<file path="src/rtl/ifm_window_gen.sv">
// 3x3 sliding-window generator for a raster-scanned IFM stream (stride 1, no padding).
// Two line buffers feed a 3x3 register window; a valid/ready handshake is used on both sides.
module ifm_window_gen #(
   parameter int IFM_WIDTH   = 8,
   parameter int IMG_W       = 8,
   parameter int IMG_H       = 8,
   parameter int PE_ARR_SIZE = 9
) (
   input  logic                                       clk,
   input  logic                                       rst,
   input  logic signed [IFM_WIDTH-1:0]                pix_in,
   input  logic                                       pix_valid,
   output logic                                       pix_ready,
   output logic signed [PE_ARR_SIZE-1:0][IFM_WIDTH-1:0] win_out,
   output logic                                       win_valid,
   input  logic                                       win_ready,
   output logic                                       frame_done
);

   localparam int CW = (IMG_W > 1) ? $clog2(IMG_W) : 1;
   localparam int RW = (IMG_H > 1) ? $clog2(IMG_H) : 1;

   typedef logic signed [IFM_WIDTH-1:0] pix_t;

   generate
      if (PE_ARR_SIZE != 9) begin : g_bad_cfg
         $error("ifm_window_gen: PE_ARR_SIZE must be 9 for a 3x3 window");
      end
   endgenerate

   logic [CW-1:0]                           col_q, col_d;
   logic [RW-1:0]                           row_q, row_d;
   logic [2:0][2:0][IFM_WIDTH-1:0]          win_q, win_d;
   logic [PE_ARR_SIZE-1:0][IFM_WIDTH-1:0]   out_q, out_d;
   logic                                    win_valid_q, win_valid_d;
   logic                                    frame_done_q, frame_done_d;

   pix_t lb_top_q [IMG_W];
   pix_t lb_mid_q [IMG_W];
   pix_t lb_top_d, lb_mid_d;
   pix_t col_top, col_mid;

   logic acc;
   logic last_col, last_row;

   assign pix_ready  = !win_valid_q || win_ready;
   assign acc        = pix_valid && pix_ready;
   assign win_out    = out_q;
   assign win_valid  = win_valid_q;
   assign frame_done = frame_done_q;

   assign col_top  = lb_top_q[col_q];
   assign col_mid  = lb_mid_q[col_q];
   assign last_col = (col_q == CW'(IMG_W - 1));
   assign last_row = (row_q == RW'(IMG_H - 1));

   always_comb begin
      col_d        = col_q;
      row_d        = row_q;
      win_d        = win_q;
      out_d        = out_q;
      win_valid_d  = win_valid_q && !win_ready;
      frame_done_d = 1'b0;
      lb_top_d     = col_mid;
      lb_mid_d     = pix_in;

      if (acc) begin
         // Each row shifts left; the new rightmost column is top/mid line buffer plus the live pixel.
         win_d[0] = {col_top, win_q[0][2:1]};
         win_d[1] = {col_mid, win_q[1][2:1]};
         win_d[2] = {pix_in,  win_q[2][2:1]};

         if (last_col) begin
            col_d = '0;
            if (last_row) begin
               row_d        = '0;
               frame_done_d = 1'b1;
            end else begin
               row_d = row_q + RW'(1);
            end
         end else begin
            col_d = col_q + CW'(1);
         end

         // The row/col gates keep stale rows and row-wrapped columns out of the output.
         if ((row_q >= RW'(2)) && (col_q >= CW'(2))) begin
            out_d       = {win_d[2], win_d[1], win_d[0]};
            win_valid_d = 1'b1;
         end
      end
   end

   always_ff @(posedge clk or posedge rst) begin
      if (rst) begin
         col_q        <= '0;
         row_q        <= '0;
         win_q        <= '0;
         out_q        <= '0;
         win_valid_q  <= 1'b0;
         frame_done_q <= 1'b0;
      end else begin
         col_q        <= col_d;
         row_q        <= row_d;
         win_q        <= win_d;
         out_q        <= out_d;
         win_valid_q  <= win_valid_d;
         frame_done_q <= frame_done_d;
      end
   end

   // Line-buffer contents are never observed before being rewritten, so they carry no reset.
   always_ff @(posedge clk) begin
      if (acc) begin
         lb_top_q[col_q] <= lb_top_d;
         lb_mid_q[col_q] <= lb_mid_d;
      end
   end

endmodule

</file>
<file path="config.mk">
export PLATFORM = sky130hd
export DESIGN_NAME = ifm_window_gen
export DESIGN_NICKNAME = d
export VERILOG_FILES = /design/src/rtl/ifm_window_gen.sv
export SDC_FILE = /design/constraint.sdc
export NUM_CORES = 1
export LEC_CHECK = 0
export CORE_MARGIN = 8
export CORE_UTILIZATION = 57
export DETAILED_ROUTE_END_ITERATION = 7
export PLACE_DENSITY = 0.79
export SYNTH_ARGS = -nofsm -noshare
export SYNTH_HDL_FRONTEND = slang
export SYNTH_SLANG_ARGS = --single-unit
</file>
<file path="constraint.sdc">
create_clock -name clk -period 4.45 [get_ports clk]
set_input_delay 0.6675 -clock clk [delete_from_list [all_inputs] [get_ports clk]]
set_output_delay 0.6675 -clock clk [all_outputs]
set_load 0.02 [all_outputs]
</file>
==> reports/results.txt <==
Status: complete, no violations
Num ports: 87
Critical path fanouts, max: 26
Slowest Stage Delay on Critical Path: 0.66 ns
Clock transition at path regs: 0.06 ns
Asr flop ratio synth: 50.0%
Final non-filler cell total: 878
Area grow syn2layout: 20.2%
PwrDens: 770 nW/um2
Seq cells post-synth: 256
Die ar.: 21600 um2
Hold Fails Final Rpt: 0
Root Buffer: clkbuf_16
Share of cells above drive strength 1: 15.5%
CP Class: primary input to primary output
Initial Util: 57.4%
DR WL/cell: 20.4 um
NetSw: 2.90 mW
Final worst-path cycle share: 63.2%
Core ar.: 17100 um2
Initial antenna violation count: 0
Cell repeated most along the worst path: clkdlybuf4s50_1
Final wirelength: 17900 um
Die H: 147 um
Num CTS Buffers: 25
Final setup violation count: 0
Post-layout min period: 2.81 ns
Final Slew Violations: 0
Clock power frac: 23.6%
RSZ-0062 raised after global routing: false
Max-slew headroom: 40.4%
Ys flop type: edfxtp_1
Pin count of the biggest net entering global routing: 74
Max-Cap Viols: 0
DP HPWL: 11400 um
Hold crit path type: register to register
Post-Synthesis Cells: 535
Post-synth top area cell: edfxtp_1
Ys Warns: 0
Cell area after synthesis: 9790 um2
Vias in the first global route: 5393
Post_cts resized: 0
Setup crit end kind: primary output
First-pass GRT wire length: 29400 um
Diodes inserted: 0
DRT antenna net count: 0
Sequential fraction of the synthesis area: 71.9%
Number of remaining DRC errors: 0
Placed Cells: 833
Syn Area/Cell: 18.3 um2
Combinational power share: 33.2%
Final nets: 653
Critical Path AT: 2.15 ns
Slew @ Worst Pin: 0.894 ns
Register area: 7050 um2
TritonCTS clock tree: done
Switch share: 32.0%
Postcts setup bufs: 0
WP data required: 3.78 ns
Die Wd: 147 um
Clk sinks: 256
CTS Hold Bufs: 0
Fmax: 355 MHz
DRT iter0 DRCs: 352
GPL Wtd Cong: 0.735
Pleak: 4.56 nW
Setup TNS: 0 ns
Post-synthesis cell type count: 27
H-tree levels: 1
Cell Int Power: 6.17 mW
Mapped Nets: 553
CP startpoint kind: primary input
CP max-delay cell: clkdlybuf4s50_1
Post-synth EDFFs: 128
Row cnt: 48
Port buffer count: 86
Skew-Pair Late Insertion Delay: 0.50 ns
Synth top cells by count: dfrtp_1 (128), edfxtp_1 (128), mux2_1 (89), a21oi_1 (34)
DR pass1 iterations: 4
Top cells by area, synth: edfxtp_1 (39%), dfrtp_1 (33%), mux2_1 (10%), mux4_2 (7.4%), mux2i_1 (3.3%)
Clock Tree Buf Depth: 3
Reg power frac: 43.2%
Via count: 4945
Post-synth top area share: 39.2%
Worst Skew: 0.00767 ns
Total GRT Usage: 17.0%
Number of vias per cell: 5.63
Gr ovfl total: 0
Fillcell total: 1089
Worst vdd ir: 479 uV
Area of the multi-input gates: 2480 um2
Crit path cell chain: clkdlybuf4s50_1 > nand2b_1 > buf_4 > clkdlybuf4s50_1
[cell type report]
cell class	count	area share (%)
Tap cell	225	2.39
Timing Repair Buffer	103	8.50
Sequential cell	256	59.9
Multi-Input combinational cell	222	21.0
Clock buffer	38	6.80
Clock inverter	7	0.542
Inverter	27	0.882
[cells by family after synthesis]
| logic type | synth area share (%) |
|---|---|
| flip-flops | 71.9 |
| buffers and inverters | 3.04 |
| AO/OA/AOI/OAI | 1.92 |
| multiplexers | 21.1 |
| AND/OR/NAND/NOR | 1.24 |
| adder cells (fa/ha/maj) | 0.766 |
[layer usage]
metal,vias up,wire length (um),global-route usage [%]
met5,-,0,0
met1,2573,7810,22.6
met4,0,376,5.00
li1,2202,-,-
met3,30,982,3.20
met2,140,8740,28.1
[placed cells by master (no fill, tap or decap)]
cell / Yosys / layout
a21oi_1: 34 / 34
a31oi_1: 2 / 2
and2_1: 1 / 1
and3_1: 1 / 1
buf_12: 0 / 1
buf_4: 3 / 16
bufinv_16: 0 / 1
clkbuf_1: 7 / 2
clkbuf_16: 0 / 27
clkbuf_4: 0 / 1
clkbuf_8: 0 / 8
clkdlybuf4s50_1: 0 / 86
clkinv_1: 0 / 2
clkinv_2: 0 / 2
clkinvlp_4: 0 / 1
dfrtp_1: 128 / 126
dfrtp_2: 0 / 2
edfxtp_1: 128 / 128
ha_1: 6 / 6
inv_1: 26 / 25
inv_2: 1 / 1
inv_4: 0 / 1
inv_6: 0 / 1
mux2_1: 89 / 89
mux2_2: 2 / 2
mux2i_1: 32 / 32
mux4_2: 32 / 32
nand2_1: 3 / 3
nand2b_1: 3 / 3
nand3_1: 3 / 3
nand4_1: 1 / 1
nor2_1: 5 / 5
nor3_2: 0 / 4
nor4_2: 0 / 1
o21ai_1: 1 / 1
or3_1: 2 / 2
[worst max-delay path: cells and delay by family]
family                 cells  cell delay (ns)
and+or+nand+nor            1             0.09
buffers and inverters      3             1.39
[per-stage QoR]
| step | setup slack, ns | total power, mW | area [um2] | hold slack (ns) | util, % |
|---|---|---|---|---|---|
| after global routing | 1.54 | 9.56 | 11800 | 0.498 | 69.0 |
| after detailed placement | 1.51 | 7.03 | 10900 | 0.472 | 64.0 |
| after global placement | 1.57 | 6.88 | 10900 | 0.468 | 64.0 |
| after CTS | 1.63 | 9.19 | 11800 | 0.488 | 69.0 |
| final | 1.64 | 9.07 | 11800 | 0.488 | 69.0 |
| after floorplan | 0.370 | 5.76 | 9790 | 0.450 | - |
[path summary, 6_finish.rpt]
check	cells past startpoint	from	slack (ns)	endpoint
max	4	win_ready	1.64	pix_ready
min	1	win_q[63]	0.49	win_out[55]
max reg2reg	3	col_q[0]	1.81	lb_top_q[7][0]
min reg2reg	1	win_q[63]	0.49	win_out[55]
max in group asynchronous	3	rst	3.01	win_out[12]
min in group asynchronous	2	rst	0.59	win_out[59]
[flip-flops by register name (all words and copies together), names as in the netlist]
name / cells
win_out: 72
lb_mid_q: 64
lb_top_q: 64
win_q: 48
col_q: 3
row_q: 3
frame_done: 1
win_valid: 1
[power by group through the flow]
stage          combinational [mW]  sequential (mW)  clock [mW]
2_1_floorplan                1.62             4.14           0
3_3_place_gp                 2.95             3.93           0
3_5_place_dp                 3.05             3.97           0
4_1_cts                      3.08             3.94        2.18
5_1_grt                      3.26             4.02        2.28
6_report                     3.01             3.92        2.14
Note: power is estimated with default switching activity, not from simulation.
==> RTL edit 1, RTL diff (same settings) <==
Set the parameter `IMG_H` to 16 (it was 8).
--- a/src/rtl/ifm_window_gen.sv
+++ b/src/rtl/ifm_window_gen.sv
@@ -4,5 +4,5 @@
    parameter int IFM_WIDTH   = 8,
    parameter int IMG_W       = 8,
-   parameter int IMG_H       = 8,
+   parameter int IMG_H       = 16,
    parameter int PE_ARR_SIZE = 9
 ) (
Formal check against the unedited RTL: same outputs for any inputs over 10 cycles, from zero or initial values and one cycle with rst high; that may be too few to reach the edited logic, so the function may still have changed.
==> RTL edit 1 against the unedited design <==
Worst setup slack improved by 0.0028 ns; routed wire length rose by 9.9%; final area fell by 0.70%; non-clock buffer count rose by 2; sequential cell count rose by 1; clock power fell by 7%; synthesized area barely moved; first-iteration DRC count rose by 14%; count of clock-buffer cells in the layout rose by 1; global-route usage rose by 1.4 points; via count rose by 8.5%; maximum frequency barely moved; power fell by 4.3%.
==> RTL edit 1: results (changes against the unedited design) <==
metric,value,unit,change
holdPathStages,2,,+1
layout-drive-gt1-share,0.154,,-0.000613
synthCells,610,,+14%
worstReg2RegEnd,win_out[67],,
ir_drop,0.000363,V,-24%
rr_worst_depth,6,,+3
swShare,0.329,,+0.00933
synth-main-ff-cell,dfrtp_1,,
cts_root_buffer,clkbuf_16,,
yosys-top-cells-area,"edfxtp_1 (39%), dfrtp_1 (33%), mux4_2 (7.4%), mux2_1 (5.6%), nand2_1 (5.3%)",,
synthesis.nets,627,,+13%
p_leak,4.71,nW,+3.3%
async_reset_ff_frac,0.502,,+0.00195
regToRegStartpoint,col_q[0],,
wirelength,19.7,mm,+9.9%
clock_skew,0.0127,ns,+0.00502 ns
place_ws,1.40,ns,-0.114 ns
slowest_stage,clkdlybuf4s50_1,,
grt_pass1_vias,5581,,+3.5%
dpl.cell_count,908,,+9.0%
synthTopCellsByCount,"nand2_1 (139), dfrtp_1 (129), edfxtp_1 (128), mux2_1 (49), mux4_2 (32)",,
numCtsBuffers,24,,-4.0%
placed_area,0.0109,mm2,about the same
tightestPinTransition,1.11,ns,+0.215 ns
crit_arrival,2.14,ns,
fillerInstances,1102,,+1.2%
status,completed,,
grt_util_all_layers,0.183,,+0.0135
dp_hpwl,12.7,mm,+11%
avgRoutedWirePerCell,20.7,um,+1.4%
antenna_found_initial,0,,unchanged
crit_fanout,7,,-73%
drt_first_pass_iters,5,,+1
place.gp.congestion,0.764,,+3.9%
port_buffers,86,,unchanged
max_stage_delay,0.69,ns,+0.03 ns
hold_start,win_q[33],,
synth_cell_types,29,,+7.4%
grt_max_degree,89,,+20%
avgViaCountPerCell,5.63,,about the same
fin_nets,726,,+11%
min_to,win_q[33],,
p_per_area,743,mW/mm2,-3.6%
grt_first_pass_wirelength,31.2,mm,+6.1%
diodes,0,,unchanged
clock_power_share,0.228,,-0.008
yosysSeqAreaShare,0.722,,+0.00292
whs,0.470,ns,-0.0183 ns
r2r_setup_slack,1.68,ns,-0.13 ns
drt_iter0_drc,403,,+14%
RTL edit 1: changes by cell type in the layout (fill, tap and decap cells not counted), moves of 2 or more:
| cell | change |
|---|---|
| nand2_1 | +135 |
| mux2_1 | -40 |
| a21oi_1 | -33 |
| o21ai_0 | +28 |
| mux2i_1 | -16 |
| inv_1 | -15 |
| o21ai_2 | +9 |
| clkbuf_1 | +5 |
| mux2_2 | +5 |
| clkbuf_8 | -3 |
| a31oi_1 | -2 |
| buf_4 | +2 |
| dfrtp_1 | +2 |
RTL edit 1: worst max-delay path by stage:
stage | endpoint | slack [ns] | depth (start not counted)
final | pix_ready | 1.64 | 3
after global routing | win_out[67] | 1.50 | 6
after CTS | lb_top_q[7][0] | 1.59 | 4
after detailed placement | lb_top_q[1][2] | 1.40 | 6
after global placement | lb_top_q[1][7] | 1.49 | 6
after floorplan | col_q[0] | 0.34 | 1
RTL edit 1: area by class of cell:
type | instances | area (um2) | share of cell area
clock inverter | 5 | 23.8 | 0.00203
timing repair buffer | 105 | 1020 | 0.0869
tap | 225 | 282 | 0.0241
inverter | 11 | 43.8 | 0.00374
sequential | 257 | 7070 | 0.605
clock buffer | 39 | 753 | 0.0644
multi-input combinational | 310 | 2500 | 0.214
RTL edit 1: cell families after synthesis:
family / after synthesis / share of synthesized area
adders and majority gates: 5 / 0.00639
and+or+nand+nor: 161 / 0.0674
muxes: 104 / 0.154
AOI/OAI and AO/OA: 39 / 0.0236
buffers and inverters: 43 / 0.0249
xor gates and xnor gates: 1 / 0.000895
DFF: 257 / 0.722
RTL edit 1: layer usage:
metal  wire length (um)  track usage  vias to the layer above
met1               8040        0.242                     2786
met2              10000        0.305                      154
met3               1170       0.0317                       34
met4                459       0.0607                        0
li1                   -            -                     2389
met5                  0            0                        -
==> RTL edit 2, RTL diff (same settings) <==
Without the edit above. Reset style: synchronous (`rst`), changed in one clocked block.
--- a/src/rtl/ifm_window_gen.sv
+++ b/src/rtl/ifm_window_gen.sv
@@ -91,5 +91,5 @@
    end
 
-   always_ff @(posedge clk or posedge rst) begin
+   always_ff @(posedge clk) begin
       if (rst) begin
          col_q        <= '0;
Function: same outputs for any inputs over 10 cycles, from zero or initial values and one cycle with rst high; that may be too few to reach the edited logic, so the function may still have changed.
==> RTL edit 2 against the unedited design <==
Routed wire length increased by 12%; largest cell class unchanged; global-route usage increased by 2.4 points; count of clock-buffer cells in the layout decreased by 6; worst setup slack improved by 0.0054 ns; final area decreased by 4.4%; synthesized area decreased by 4.0%; sequential cell count increased by 3; critical path depth decreased by 1; clock skew increased by 0.0039 ns.
Power is not compared: it rests on default switching activity, and its combinational part moved more than twofold at a synthesized area within 25%.
==> RTL edit 2: results (changes against the unedited design) <==
metric,value,unit,change
dp_hpwl,12.3,mm,+7.9%
syn_area_per_cell,12.3,um2,-33%
wl_met3,1.34,mm,+36%
holdPathStages,2,,+1
wl_met2,10.5,mm,+20%
wirelength,20.1,mm,+12%
status,completed,,
crit_fanout,7,,-73%
wl_met1,7.63,mm,-2.3%
place_ws,1.41,ns,-0.104 ns
max_freq,0.356,GHz,+0.19%
fin_nets,858,,+31%
synthesis.nets,781,,+41%
tightestPinTransition,0.857,ns,-0.0365 ns
synthTopCellsByCount,"nand2_1 (185), dfxtp_1 (131), edfxtp_1 (128), a21oi_1 (94), nor2_1 (68)",,
placed_area,0.0104,mm2,-4.4%
yosysSeqAreaShare,0.688,,-0.0314
r2r_setup_slack,1.92,ns,+0.11 ns
worstReg2RegEnd,win_out[42],,
gr-usage-met1,0.222,,-0.00400
grt_util_all_layers,0.194,,+0.0243
yosys-top-cells-area,"edfxtp_1 (41%), dfxtp_1 (28%), mux4_2 (7.7%), nand2_1 (7.4%), a21oi_1 (5.0%)",,
min_to,win_out[60],,
hold_start,win_out[60],,
vias,6020,,+22%
-- RTL edit 2: changes by cell type after synthesis, moves of 24 or more --
cell	before	now
a21oi_1	34	94
dfrtp_1	128	0
dfxtp_1	0	131
inv_1	26	2
mux2_1	89	0
mux2i_1	32	0
nand2_1	3	185
nor2_1	5	68
nor3_1	4	36
-- RTL edit 2: cells by family after synthesis --
family                     Yosys count  synth area share
buffers and inverters               52            0.0266
muxes                               48            0.0959
AOI/OAI and AO/OA                   96            0.0518
adders and majority gates            6           0.00799
DFF                                259             0.688
and+or+nand+nor                    302             0.130
-- RTL edit 2: layout make-up --
type | instances | area share
sequential | 259 | 0.575
clock buffer | 32 | 0.0624
multi-input combinational | 452 | 0.242
tap | 220 | 0.0245
inverter | 2 | 0.000667
clock inverter | 14 | 0.0106
timing repair buffer | 100 | 0.0856
-- RTL edit 2: power by group --
group | internal, W | switching [W] | leakage, nW
registers | 0.00258 | 0.0000455 | 2.23
clock network | 0.00123 | 0.000848 | 0.404
logic | 0.0000963 | 0.000144 | 1.09
